**src/rtl/control_buffer_filas.sv**
```systemverilog
`default_nettype none
// ============================================================================
// Module      : control_buffer_filas
// Description : Sequencer for the three row FIFOs of a 3x3 filter line
//               buffer. It steers each accepted raster pixel into the row
//               buffer being filled. Once two rows are stored, it pops the two
//               older rows in lock-step with every new pixel. It rotates
//               buffer roles at row ends and flushes the buffers at frame end.
// Ports       : clk, reset (sync, active-high), inicio (start of frame),
//               pixel_valid / pixel_ready (upstream handshake),
//               buf_full / buf_empty (FIFO flags 0..2),
//               buf_write_req / buf_read_req / buf_clear (FIFO controls),
//               sel_escritura (buffer being filled),
//               col / fila (position of the last accepted pixel),
//               ventana_valida (column valid at FIFO outputs),
//               fin_cuadro (end-of-frame pulse), ocupado (not idle),
//               cuenta_stall (stall counter).
// Option      : CTRL_FILAS_CONTADOR_STALL_EN enables the saturating stall
//               counter; when it is undefined, cuenta_stall is tied to zero.
// Revision    : 1.0 - initial release
// ============================================================================
module control_buffer_filas #(
    parameter int ANCHO = 8,
    parameter int ALTO  = 8,
    parameter int CW    = 3,
    parameter int RW    = 3
) (
    input  logic          clk,
    input  logic          reset,
    input  logic          inicio,
    input  logic          pixel_valid,
    output logic          pixel_ready,
    input  logic [2:0]    buf_full,
    input  logic [2:0]    buf_empty,
    output logic [2:0]    buf_write_req,
    output logic [2:0]    buf_read_req,
    output logic          buf_clear,
    output logic [1:0]    sel_escritura,
    output logic [CW-1:0] col,
    output logic [RW-1:0] fila,
    output logic          ventana_valida,
    output logic          fin_cuadro,
    output logic          ocupado,
    output logic [15:0]   cuenta_stall
);

    localparam logic [1:0] c_idle   = 2'd0;
    localparam logic [1:0] c_cebado = 2'd1;
    localparam logic [1:0] c_flujo  = 2'd2;
    localparam logic [1:0] c_fin    = 2'd3;

    localparam logic [CW-1:0] c_col_max  = CW'(ANCHO - 1);
    localparam logic [CW-1:0] c_col_uno  = CW'(1);
    localparam logic [RW-1:0] c_fila_max = RW'(ALTO - 1);
    localparam logic [RW-1:0] c_fila_uno = RW'(1);

    logic [1:0]    r_estado;
    logic [1:0]    w_estado_sig;
    logic [1:0]    r_sel;
    logic [1:0]    w_sel_mas1;
    logic [1:0]    w_sel_mas2;
    // Position of the pixel about to be accepted; col/fila report the
    // position of the pixel that was last accepted.
    logic [CW-1:0] r_col_pos;
    logic [RW-1:0] r_fila_pos;
    logic [CW-1:0] r_col;
    logic [RW-1:0] r_fila;
    logic          r_ventana;
    logic          w_listo;
    logic          w_acepta;
    logic          w_fin_fila;

    // (sel+1)%3 holds the oldest row, (sel+2)%3 the middle row.
    assign w_sel_mas1 = (r_sel == 2'd2) ? 2'd0 : r_sel + 2'd1;
    assign w_sel_mas2 = (r_sel == 2'd0) ? 2'd2 : r_sel - 2'd1;

    always_comb begin
        w_listo = 1'b0;
        case (r_estado)
            c_cebado: w_listo = !buf_full[r_sel];
            c_flujo:  w_listo = !buf_full[r_sel] && !buf_empty[w_sel_mas1]
                                && !buf_empty[w_sel_mas2];
            default:  w_listo = 1'b0;
        endcase
    end

    assign w_acepta   = pixel_valid && w_listo;
    assign w_fin_fila = (r_col_pos == c_col_max);

    // ------------------------------------------------------------------
    // State register
    // ------------------------------------------------------------------
    always_ff @(posedge clk) begin
        if (reset) begin
            r_estado <= c_idle;
        end else begin
            r_estado <= w_estado_sig;
        end
    end

    // ------------------------------------------------------------------
    // Next-state logic
    // ------------------------------------------------------------------
    always_comb begin
        w_estado_sig = r_estado;
        case (r_estado)
            c_idle: begin
                if (inicio) w_estado_sig = c_cebado;
            end
            c_cebado: begin
                if (w_acepta && w_fin_fila && (r_fila_pos == c_fila_uno))
                    w_estado_sig = c_flujo;
            end
            c_flujo: begin
                if (w_acepta && w_fin_fila && (r_fila_pos == c_fila_max))
                    w_estado_sig = c_fin;
            end
            default: w_estado_sig = c_idle;
        endcase
    end

    // ------------------------------------------------------------------
    // Output logic
    // ------------------------------------------------------------------
    always_comb begin
        buf_write_req = 3'b000;
        buf_read_req  = 3'b000;
        buf_clear     = (r_estado == c_fin);
        fin_cuadro    = (r_estado == c_fin);
        ocupado       = (r_estado != c_idle);
        pixel_ready   = w_listo;
        if (w_acepta) begin
            buf_write_req = 3'b001 << r_sel;
            if (r_estado == c_flujo)
                buf_read_req = (3'b001 << w_sel_mas1) | (3'b001 << w_sel_mas2);
        end
    end

    // ------------------------------------------------------------------
    // Position counters, buffer rotation and window-valid flag
    // ------------------------------------------------------------------
    always_ff @(posedge clk) begin
        if (reset || (r_estado == c_fin) || ((r_estado == c_idle) && inicio)) begin
            r_col_pos  <= '0;
            r_fila_pos <= '0;
            r_col      <= '0;
            r_fila     <= '0;
            r_sel      <= 2'd0;
            r_ventana  <= 1'b0;
        end else begin
            // Popped data appears one cycle after the read request.
            r_ventana <= w_acepta && (r_estado == c_flujo);
            if (w_acepta) begin
                r_col  <= r_col_pos;
                r_fila <= r_fila_pos;
                if (w_fin_fila) begin
                    r_col_pos  <= '0;
                    r_fila_pos <= r_fila_pos + c_fila_uno;
                    r_sel      <= w_sel_mas1;
                end else begin
                    r_col_pos  <= r_col_pos + c_col_uno;
                end
            end
        end
    end

    assign sel_escritura  = r_sel;
    assign col            = r_col;
    assign fila           = r_fila;
    assign ventana_valida = r_ventana;

`ifdef CTRL_FILAS_CONTADOR_STALL_EN
    logic [15:0] r_cuenta_stall;

    always_ff @(posedge clk) begin
        if (reset || ((r_estado == c_idle) && inicio)) begin
            r_cuenta_stall <= 16'h0000;
        end else if ((r_estado != c_idle) && pixel_valid && !w_listo
                     && (r_cuenta_stall != 16'hFFFF)) begin
            r_cuenta_stall <= r_cuenta_stall + 16'h0001;
        end
    end

    assign cuenta_stall = r_cuenta_stall;
`else
    assign cuenta_stall = 16'h0000;
`endif

endmodule
`default_nettype wire

```
**config.mk**
```make
export PLATFORM = sky130hd
export DESIGN_NAME = control_buffer_filas
export DESIGN_NICKNAME = d
export VERILOG_FILES = /design/src/rtl/control_buffer_filas.sv
export SDC_FILE = /design/constraint.sdc
export NUM_CORES = 1
export LEC_CHECK = 0
export ABC_AREA = 1
export BUFFER_PORTS_ARGS = -buffer_cell sky130_fd_sc_hd__buf_2
export CAP_MARGIN = 10
export CORE_UTILIZATION = 43
export CTS_CLUSTER_DIAMETER = 80
export CTS_CLUSTER_SIZE = 10
export DETAILED_ROUTE_END_ITERATION = 6
export GPL_TIMING_DRIVEN = 0
export PLACE_DENSITY = 0.71
export SLEW_MARGIN = 10
export SYNTH_ARGS = -nofsm -noshare
export SYNTH_HDL_FRONTEND = slang
export SYNTH_SLANG_ARGS = --single-unit
```
**constraint.sdc**
```tcl
create_clock -name clk -period 1.7 [get_ports clk]
set_input_delay 0.34 -clock clk [delete_from_list [all_inputs] [get_ports clk]]
set_output_delay 0.34 -clock clk [all_outputs]
set_load 0.1 [all_outputs]
```
## After elaboration in Yosys (flattened, before gate mapping)

Index checks and enable logic that the tools add are counted.

- Memory bits (writable): 0
- Output and inout port bits: 35
- Bits in latches: 0
- Bits of input ports: 10
- Memories: 0
- Word-level logic and storage cells: 63
- ROM bits: 0
- Bits in registers: 17

- Muxes and demuxes: 17
- Shift-type cells: 3
- Reductions and logical operators: 18
- $add $sub $neg: 4
- Divide/modulo/power cells: 0
- Bitwise logic cells: 1
- $lt $le $gt $ge: 3
- $mul: 0
- Equality and inequality tests: 10

Operator list:

| kind | count |
|---|---|
| 3-bit two-way mux | 4 |
| 2-bit two-way mux | 5 |
| 2-bit by 3-bit < comparator with 1-bit output (second input constant) | 3 |
| 1-bit by 2-bit << shifter with 3-bit output (first input constant) | 3 |
| 1-bit logical AND | 8 |
| 3-bit by 1-bit adder with 3-bit output (second input constant) | 2 |
| 1-bit binary-select mux with 2-bit select | 3 |
| 2-bit == test (second input constant) | 3 |
| 3-bit == test (second input constant) | 2 |
| 2-bit inequality test (second input constant) | 3 |
| 2-bit case mux with 3 select lines | 1 |
| 2-bit zero test | 2 |
| 3-bit by 1-bit == test with 1-bit output (second input constant) | 1 |
| 1-bit zero test | 3 |
| 1-bit two-way mux | 3 |
| 3-bit OR | 1 |
| 3-bit AND reduction | 1 |
| 2-bit by 1-bit adder with 2-bit output (second input constant) | 1 |
| 2-bit by 1-bit == test with 1-bit output (second input constant) | 1 |
| 1-bit logical OR | 2 |
| 1-bit case mux with 2 select lines | 1 |
| 2-bit AND reduction | 1 |
| 2-bit nonzero test | 1 |
| 2-bit by 1-bit subtractor with 2-bit output (second input constant) | 1 |

## Depth between registers and ports, before layout

Gate-level depths: netlist of the first run.

- Word-level depth: 13
- Depth in mapped cells: 15
- Gate-level depth less buffers: 14

## Worst setup path before layout of the first run

OpenSTA, ideal clock, no wires.

- Path type: register to output
- From: register r_sel[1], in the netlist sel_escritura[1]
- To: output buf_read_req[0]
- Arrival time: 5,243 ps
- Required time: 1,360 ps
- Setup slack: -3,883 ps
- Path buffers: 0
- Cell stages (with the launch flop): 13
- Cell sequence: dfxtp_1 inv_1 ha_1 inv_1 nand3_2 nand2_1 nor2_1 nand2_1 a21boi_1 nand2_1 inv_2 nand2_1 nor2_1

- Word-level cells in the longest chain between the ends: 10
- Elaborated cells on any way between the ends: 24
- Those cells by class: 2 x add/sub; 1 x eq/ne; 2 x shift; 11 x mux; 1 x bitwise; 7 x reduce/logical

Ends and longest elaborated chain:

| element | line | text |
|---|---|---|
| start, declared | 59 | `logic [1:0] r_sel;` |
| start signal, assigned | 159 | `r_sel <= w_sel_mas1;` |
| 2-bit by 1-bit adder with 2-bit output / 2-bit == test (equally long branches) | 74 | `assign w_sel_mas1 = (r_sel == 2'd2) ? 2'd0 : r_sel + 2'd1;` |
| 2-bit two-way mux | 74 |  |
| 1-bit binary-select mux with 2-bit select | 81 | `c_flujo: w_listo = !buf_full[r_sel] && !buf_empty[w_sel_mas1]` |
| 1-bit two-way mux (not written as such) | 81 |  |
| 1-bit zero test | 81 |  |
| 1-bit logical AND | 81 |  |
| 1-bit logical AND | 82 | `&& !buf_empty[w_sel_mas2];` |
| 1-bit case mux with 2 select lines * | 79 | `case (r_estado)` |
| named net pixel_ready | 32 | `output logic pixel_ready,` |
| 1-bit logical AND * | 87 | `assign w_acepta = pixel_valid && w_listo;` |
| 3-bit two-way mux * | 132 | `if (w_acepta) begin` |
| end, declared | 36 | `output logic [2:0] buf_read_req,` |

The timed path passes the listed nets; every way through them passes the cells marked *. The select of a mux whose other input is x is not followed.

## Worst setup path in the final report of the first run

- From: register r_sel[0], in the netlist sel_escritura[0]
- To: output buf_read_req[2]

- Word-level cells in the longest chain between the ends: 10
- Elaborated cells on any way between the ends: 24
- Those cells by class: 2 x add/sub; 1 x eq/ne; 2 x shift; 11 x mux; 1 x bitwise; 7 x reduce/logical

Ends and longest elaborated chain:

| element | line | text |
|---|---|---|
| 2-bit by 1-bit adder with 2-bit output / 2-bit == test (equally long branches) | 74 |  |
| 2-bit two-way mux * | 74 |  |
| named net w_sel_mas1[0] | 60 | `logic [1:0] w_sel_mas1;` |
| 1-bit binary-select mux with 2-bit select | 81 |  |
| 1-bit two-way mux (not written as such) | 81 |  |
| 1-bit zero test | 81 |  |
| 1-bit logical AND | 81 |  |
| 1-bit logical AND | 82 |  |
| 1-bit case mux with 2 select lines | 79 |  |
| 1-bit logical AND | 87 |  |
| 3-bit two-way mux * | 132 |  |

Marks and branches as above.

==> metrics.txt, run 1 <==
Iter 0 DRT Violations 20; fraction of registers with async set/reset 0; GRT overflow 0; critical path class flop to primary output; PortBufs 28; Clock H-tree levels 1; Tot GR Track Use 0.197; Cells after Synth 160; sequential-to-total area share from yosys stat 0.292; Pwr Density 844 mW/mm2; Final min period approximately 2.5 ns; Final Hold Viols 0; max incr delay on CP 0.38 ns; Initial Utilization 0.462; num ports between 40 and 50; min-delay worst type input port to flop; area grow syn2layout 64.6%; TritonRoute pass-1 iters 5; clk_skew ~0.0053 ns; Rows 18; clk sink count 17; Die ar. between 0.002 and 0.003 mm2; Arr. time, crit path 2.14 ns; placed cell area between 0.0015 and 0.002 mm2; layout cells sized above 1 0.529; Inserted Diodes 0; Post-synth EDFFs 0; pre-CTS setup slack -0.773 ns; failing checks negative setup slack; DRC errors left 0; RSZ-0062 raised after global routing yes; Rel. slew slack 0.613; outcome complete, but fails checks; critical path peak fanout 6; drt via density about 4.7; area of the core 0.00252 mm2; WL per Instance approximately 12 um; post-synth top area cell dfxtp_1; Synth Cell Area about 0.0012 mm2; synthesized flop and latch total 17; area occupied by multi-input gates ~860 um2; routability cong. 0.744; Synth Warn # 0; Setup-failing EPs final 24; Via Count about 1200; post-synth cell types 23; critical path's top delay family simple AND/OR/NAND/NOR gates; cell count along the critical path 13; Synth top cells by count 31 x nand2_1, 26 x nor2_1, 17 x buf_4, 17 x dfxtp_1, 17 x inv_1; Cell Chain, Critical Path inv_6, ha_4, inv_4, nand2_2, nand2_1, a21oi_2, nand2_2, a21boi_4, nand2_4, inv_4, nand2_8, nor2_4, buf_12; fmax 402 MHz; Synth top area share 0.292; hold path depth 4; most numerous cell in the Yosys netlist nand2_1; Most used DFF post-synth dfxtp_1; Root Buffer clkbuf_4; CP Launch Type flop; clk_lat worst skew slightly below 0.3 ns; first-pass GRT wire length just over 4000 um; worst path bufs/invs 4; largest net degree at the start of global routing 11; Critical-path top delay cell dfxtp_4; clk buf depth 2; worst r2r path cells 13; initial antenna violation count 0; Pins Over Slew Limit 0; clk slew on worst S/H paths ~0.10 ns; HPWL after DPL about 1900 um; CTS Hold Buffers Added 0; final instance area 0.00192 mm2; Die W 54.0 um; leak pwr 0.917 nW; Num CTS Buffers 3; hold_ws a little under 0.3 ns; Chip Height between 50 and 60 um; final net count between 200 and 250; fillers 165; final WL ~3000 um; synthesized area per cell 7.28 um2; Max Cap Viol 0; worst endpoint required time about 1.4 ns; Register Area 350 um2; number of global-route vias before repair about 1000; Worst Setup Slack, final -0.785 ns; actual slew at the worst max-slew pin 0.580 ns; top cells by area, synth dfxtp_1 29%, ha_1 16%, buf_4 11%; Final ANT Viol Nets 0; TritonCTS clock tree built; Tcrit/Tclk final 1.46; Crit. End Element primary output; VDD IR max just over 1000 uV
==> cells in the final DEF, fill, tap and decap left out, types with 3 or more instances in the layout <==
cell type   n
nand2_1    20
clkbuf_4    3
nand2_2     8
buf_8       3
inv_2       4
conb_1     16
buf_2      19
buf_4      26
a21oi_1     8
ha_1       10
inv_1      13
ha_4        3
buf_6       6
nor2_4      8
a21oi_2     6
nor2_1     16
buf_12      7
dfxtp_1    13
==> repair_timing <==
item,4_1_cts,5_1_grt
resized for setup,41,34
endpoints found under the setup margin,26,25
pin swaps,6,13
gates cloned,0,0
setup buffers,5,10
==> metrics by stage <==
stage / util / TNS, ns / instances / total power [mW]
after floorplan: - / -16.80 / 175 / 1.15
after global placement: 0.603 / -5.19 / 233 / 1.24
after detailed placement: 0.603 / -6.69 / 233 / 1.26
after CTS: 0.689 / -6.47 / 242 / 1.55
after global routing: 0.760 / -10.59 / 251 / 1.70
final: 0.760 / -8.65 / 251 / 1.62
==> worst paths after layout <==
| kind | endpoint | start | slack, ns |
|---|---|---|---|
| min | r_estado[0] | reset | 0.29 |
| min reg2reg | col[2] | col[2] | 0.47 |
| max reg2reg | r_estado[0] | sel_escritura[0] | -0.30 |
| max | buf_read_req[2] | sel_escritura[0] | -0.78 |
==> state kept, by name, summed over array words and instances, names as in the netlist <==
register and count:
r_estado 2, fila 3, col 3, r_col_pos 3
ventana_valida 1, r_fila_pos 3, sel_escritura 2
==> worst min-delay path, cell delays in order <==
cell and delay, ns:
buf_2 0.07, inv_1 0.05, nand2_1 0.06, nor2_1 0.03
==> cell type report <==
| type | instances | area share |
|---|---|---|
| Multi-Input combinational cell | 117 | 0.448 |
| Sequential cell | 17 | 0.183 |
| Buffer | 20 | 0.0822 |
| Tap cell | 30 | 0.0196 |
| Timing Repair Buffer | 42 | 0.203 |
| Clock buffer | 3 | 0.0117 |
| Inverter | 21 | 0.0503 |
| Clock inverter | 1 | 0.00261 |
==> layer usage <==
| metal | vias up | GRT usage | routed length (um) |
|---|---|---|---|
| met5 | - | 0 | 0 |
| met4 | 0 | 0.0513 | 71 |
| met3 | 10 | 0.0537 | 116 |
| met2 | 33 | 0.366 | 1640 |
| met1 | 550 | 0.218 | 1220 |
| li1 | 585 | - | - |
==> logic make-up after synthesis <==
kind of cell               count (synthesis)  synth area share
AOI/OAI and AO/OA                         22             0.116
xor gates and xnor gates                   1           0.00752
adders and majority gates                 15             0.161
buffers and inverters                     41             0.194
DFF                                       17             0.292
other                                      1           0.00322
and+or+nand+nor                           63             0.226
==> where the power goes <==
part | internal, mW | switching, mW
Clock | 0.0876 | 0.136
Sequential | 0.421 | 0.0240
Combinational | 0.276 | 0.673
No activity file was read; power rests on OpenSTA's default activity.
==> inputs of run 2 (changes only) <==
- CAP_MARGIN: 10 -> unset
- SETUP_SLACK_MARGIN: unset -> 0.2
==> metrics.txt, run 2 (synthesized netlist as in run 1, its figures left out) <==
max incr delay on CP 0.41 ns (+0.03 ns); VDD IR max 1060 uV (+3.5%); fmax 407 MHz (+1.1%); Rows 18 (unchanged); Clock H-tree levels 1 (unchanged); Initial Utilization 0.462 (unchanged); Max Cap Viol 0 (unchanged); num ports 45 (unchanged); critical path class flop to primary output; largest net degree at the start of global routing 11 (unchanged); Root Buffer clkbuf_4; critical path peak fanout 6 (unchanged); Arr. time, crit path 2.12 ns (-0.02 ns); area of the core 0.00252 mm2 (unchanged); Register Area 355 um2 (+1.4%); final core utilization 0.792 (+0.0317); min-delay worst type input port to flop; drt via density 4.70 (+0.10%); worst endpoint required time 1.36 ns (about the same); Final ANT Viol Nets 0 (unchanged); CP Launch Type flop; area occupied by multi-input gates 860 um2 (+0.15%); DRC errors left 0 (unchanged); TritonCTS clock tree built; clk_skew 0.00555 ns (+0.000258 ns); Tot GR Track Use 0.219 (+0.0217); Worst Setup Slack, final -0.759 ns (+0.0262 ns); failing checks negative setup slack; Rel. slew slack 0.625 (+0.0117); worst r2r path cells 15 (+2); layout cells sized above 1 0.533 (+0.00392); Critical-path top delay cell dfxtp_4; WL per Instance 12.6 um (+3.6%); routability cong. 0.779 (+4.7%); Die ar. 0.00292 mm2 (unchanged); Die W 54.0 um (unchanged); final WL 3210 um (+5.3%); Cell Chain, Critical Path inv_8, ha_4, inv_2, nand3_2, nand2_1, nor2_1, nand2_2, a21boi_4, nand2_4, buf_8, nor2_4, buf_12; RSZ-0062 raised after global routing yes; Pwr Density 920 mW/mm2 (+9.1%); Final min period 2.46 ns (-0.0262 ns); Tcrit/Tclk final 1.45 (-0.0154); Chip Height 54.0 um (unchanged); most common cell after layout, fill and taps aside buf_4; worst path bufs/invs 4 (unchanged); Inserted Diodes 0 (unchanged); actual slew at the worst max-slew pin 0.563 ns (-0.0175 ns); Fin Setup TNS -9.35 ns (-0.693 ns); Pins Over Slew Limit 0 (unchanged); initial antenna violation count 0 (unchanged); commonest non-fill, non-tap cells in the layout 31 x buf_4, 23 x nand2_1, 16 x nor2_1, 16 x conb_1, 16 x buf_2; Crit. End Element primary output; total power draw 1.84 mW (+14%); clk_lat worst skew 0.31 ns (+0.02 ns); hold path depth 4 (unchanged); clk buf depth 2 (unchanged); pre-CTS setup slack -0.766 ns (+0.00740 ns); Iter 0 DRT Violations 19 (-5.0%); GRT overflow 0 (unchanged); Setup-failing EPs final 24 (unchanged); outcome complete, but fails checks; final net count 251 (+1.6%); clk sink count 17 (unchanged); Via Count 1198 (+1.7%); number of global-route vias before repair 1067 (+5.9%); clk slew on worst S/H paths 0.10 ns (about the same); area grow syn2layout 71.4%; HPWL after DPL 1880 um (+0.57%); fillers 171 (+3.6%); leak pwr 0.939 nW (+2.3%); Num CTS Buffers 3 (unchanged); PortBufs 28 (unchanged); cell count along the critical path 12 (-1); critical path's top delay family simple AND/OR/NAND/NOR gates; Final Hold Viols 0 (unchanged); first-pass GRT wire length 4560 um (+10%); TritonRoute pass-1 iters 4 (-1)
run 2: area by class of cell:
class | count | share of cell area
buffer | 20 | 0.0808
sequential | 17 | 0.178
timing repair buffer | 46 | 0.227
tap | 30 | 0.0188
clock buffer | 3 | 0.0113
clock inverter | 1 | 0.00251
inverter | 21 | 0.0514
multi-input combinational | 117 | 0.430
run 2: repair_timing:
action / in CTS / in global routing
resized for setup: 67 / 20
pin swaps: 10 / 2
hold buffers: 0 / 0
setup endpoints to repair: 27 / 27
buffers inserted: 12 / 6
run 2: final timing paths:
path / startpoint / to / slack (ns)
setup / recovery: sel_escritura[0] / buf_write_req[2] / -0.76
hold / removal: reset / r_estado[0] / 0.27
setup reg to reg: sel_escritura[0] / r_estado[1] / -0.35
hold reg to reg: col[2] / col[2] / 0.47
run 2: per-layer routing:
layer / wire length [um] / track usage
met1: 1120 / 0.223
met2: 1830 / 0.416
met3: 180 / 0.0678
met4: 71 / 0.0726
met5: 0 / 0
run 2: worst min-delay path, cell delays in order:
cell and delay [ns]:
buf_2 0.07, inv_1 0.05, nand2_1 0.06, nor2_1 0.03
run 2: power breakdown:
part	internal, mW	total [mW]	leakage [nW]	switching, mW
combinational	0.409	1.15	0.781	0.742
sequential	0.427	0.456	0.140	0.0286
clock	0.0879	0.231	0.0177	0.143
total	0.924	1.84	0.939	0.914
run 2: stage by stage:
step	cells	area (um2)	hold WS, ns
6_report	255	2000	0.273
5_1_grt	255	2000	0.293
4_1_cts	249	1890	0.271
3_5_place_dp	233	1530	0.457
3_3_place_gp	233	1530	0.443
2_1_floorplan	175	1350	0.456
==> inputs of run 3 (changes only) <==
- RECOVER_POWER: unset -> 50
==> metrics.txt, run 3 (synthesized netlist as in run 1, its figures left out) <==
Pins Over Slew Limit 0 (unchanged); dpl cells 233 (unchanged); CP Launch Type flop; Pwr Density 921 mW/mm2 (+0.13%); Clock H-tree levels 1 (unchanged); Pint 924 uW (about the same); Fin Setup TNS -9.34 ns (+0.00248 ns); clk_lat worst skew 0.31 ns (about the same); Die W 54.0 um (unchanged); Crit. End Element primary output; DRC errors left 0 (unchanged); initial antenna violation count 0 (unchanged); WL per Instance 12.6 um (about the same); largest net degree at the start of global routing 11 (unchanged); clk buf depth 2 (unchanged); leak pwr 0.934 nW (-0.49%); Arr. time, crit path 2.12 ns (about the same); Tot GR Track Use 0.219 (unchanged); Num CTS Buffers 3 (unchanged); min-delay src reset; RSZ-0062 raised after global routing yes; Final Hold Viols 0 (unchanged); Comb pwr share 0.626 (about the same); GRT overflow 0 (unchanged); layout cells sized above 1 0.533 (unchanged); actual slew at the worst max-slew pin 0.563 ns (unchanged); commonest non-fill, non-tap cells in the layout 30 x buf_4, 23 x nand2_1, 16 x nor2_1, 16 x conb_1, 13 x dfxtp_1; Critical-path top delay cell dfxtp_4; fmax 407 MHz (about the same); failing checks negative setup slack; first-pass GRT wire length 4560 um (unchanged); Die ar. 0.00292 mm2 (unchanged); critical path's top delay family simple AND/OR/NAND/NOR gates; area of the core 0.00252 mm2 (unchanged); final instance area 0.00199 mm2 (-0.13%); fin cells 255 (unchanged); Root Buffer clkbuf_4; max incr delay on CP 0.41 ns (about the same); Final min period 2.46 ns (-0.00000600 ns); Worst Setup Slack, final -0.759 ns (+0.00000600 ns); number of global-route vias before repair 1067 (unchanged); Rel. slew slack 0.625 (unchanged); clk slew on worst S/H paths 0.10 ns (about the same); placed cell area 0.00153 mm2 (unchanged); VDD IR max 1060 uV (about the same); clk_skew 0.00562 ns (+0.0000714 ns); worst path bufs/invs 4 (unchanged); Psw 914 uW (about the same); PortBufs 28 (unchanged); drt via density 4.70 (unchanged); final core utilization 0.791 (-0.000992); HPWL after DPL 1880 um (unchanged); total power draw 1.84 mW (about the same); CTS Hold Buffers Added 0 (unchanged); worst endpoint required time 1.36 ns (about the same); Tcrit/Tclk final 1.45 (about the same); num ports 45 (unchanged); Rows 18 (unchanged); critical path class flop to primary output; Setup-failing EPs final 24 (unchanged); Chip Height 54.0 um (unchanged); Max Cap Viol 0 (unchanged); routability cong. 0.779 (unchanged); Iter 0 DRT Violations 19 (unchanged); power share of the sequential group 0.248 (about the same); crit path from sel_escritura[0]; Final ANT Viol Nets 0 (unchanged); TritonCTS clock tree built; Cell Chain, Critical Path inv_8, ha_4, inv_2, nand3_2, nand2_1, nor2_1, nand2_2, a21boi_4, nand2_4, buf_8, nor2_4, buf_12; Clk pwr share 0.126 (about the same); worst r2r src sel_escritura[0]; TritonRoute pass-1 iters 4 (unchanged); switching share of power 0.497 (about the same); min-delay worst type input port to flop; outcome complete, but fails checks; Via Count 1198 (unchanged); critical path peak fanout 6 (unchanged); Inserted Diodes 0 (unchanged); clk sink count 17 (unchanged); area grow syn2layout 71.2%; Initial Utilization 0.462 (unchanged); final WL 3210 um (about the same); most common cell after layout, fill and taps aside buf_4; final net count 251 (unchanged)
## run 3: cell types whose count changed in the layout (fill, tap and decap cells not counted), sizes merged
cell    change
clkbuf      +5
buf         -5
## run 3: worst paths after layout
kind / slack, ns / end / cells past startpoint
worst max-delay path: -0.76 / buf_write_req[2] / 12
worst min-delay path: 0.27 / r_estado[0] / 4
worst max register to register: -0.35 / r_estado[1] / 15
worst min register to register: 0.48 / col[2] / 2
## run 3: final cells by class
cell class	instances	area (um2)
multi-input combinational	117	860
clock buffer	3	22.5
clock inverter	1	5.00
buffer	20	161
fill	172	528
timing repair buffer	46	450
sequential	17	355
tap	30	37.5
inverter	21	103
## run 3: repair_timing
item,in CTS,in global routing
setup endpoints to repair,27,27
pin swaps,10,2
buffers inserted,12,6
resized for setup,67,20
## run 3: power by group through the flow
stage	logic (mW)	registers [mW]	clock network, mW
after floorplan	0.705	0.456	0
after global placement	0.799	0.447	0
after detailed placement	0.814	0.449	0
after CTS	1.06	0.454	0.237
after global routing	1.22	0.457	0.251
final	1.15	0.456	0.231
## run 3: per-stage QoR
| step | hold slack [ns] | setup slack [ns] |
|---|---|---|
| after floorplan | 0.456 | -1.38 |
| after global placement | 0.443 | -0.718 |
| after detailed placement | 0.457 | -0.766 |
| after CTS | 0.271 | -0.707 |
| after global routing | 0.293 | -0.839 |
| final | 0.273 | -0.759 |
## run 3: worst min-delay path: stages
cell	delay [ns]
buf_2	0.07
inv_1	0.05
nand2_1	0.06
nor2_1	0.03
## run 3: per-layer routing
layer  share of wire  vias to the layer above  track usage
li1                -                      591            -
met1            0.35                      549        0.223
met2            0.57                       48        0.416
met3           0.056                       10       0.0678
met4           0.022                        0       0.0726
met5               0                        -            0
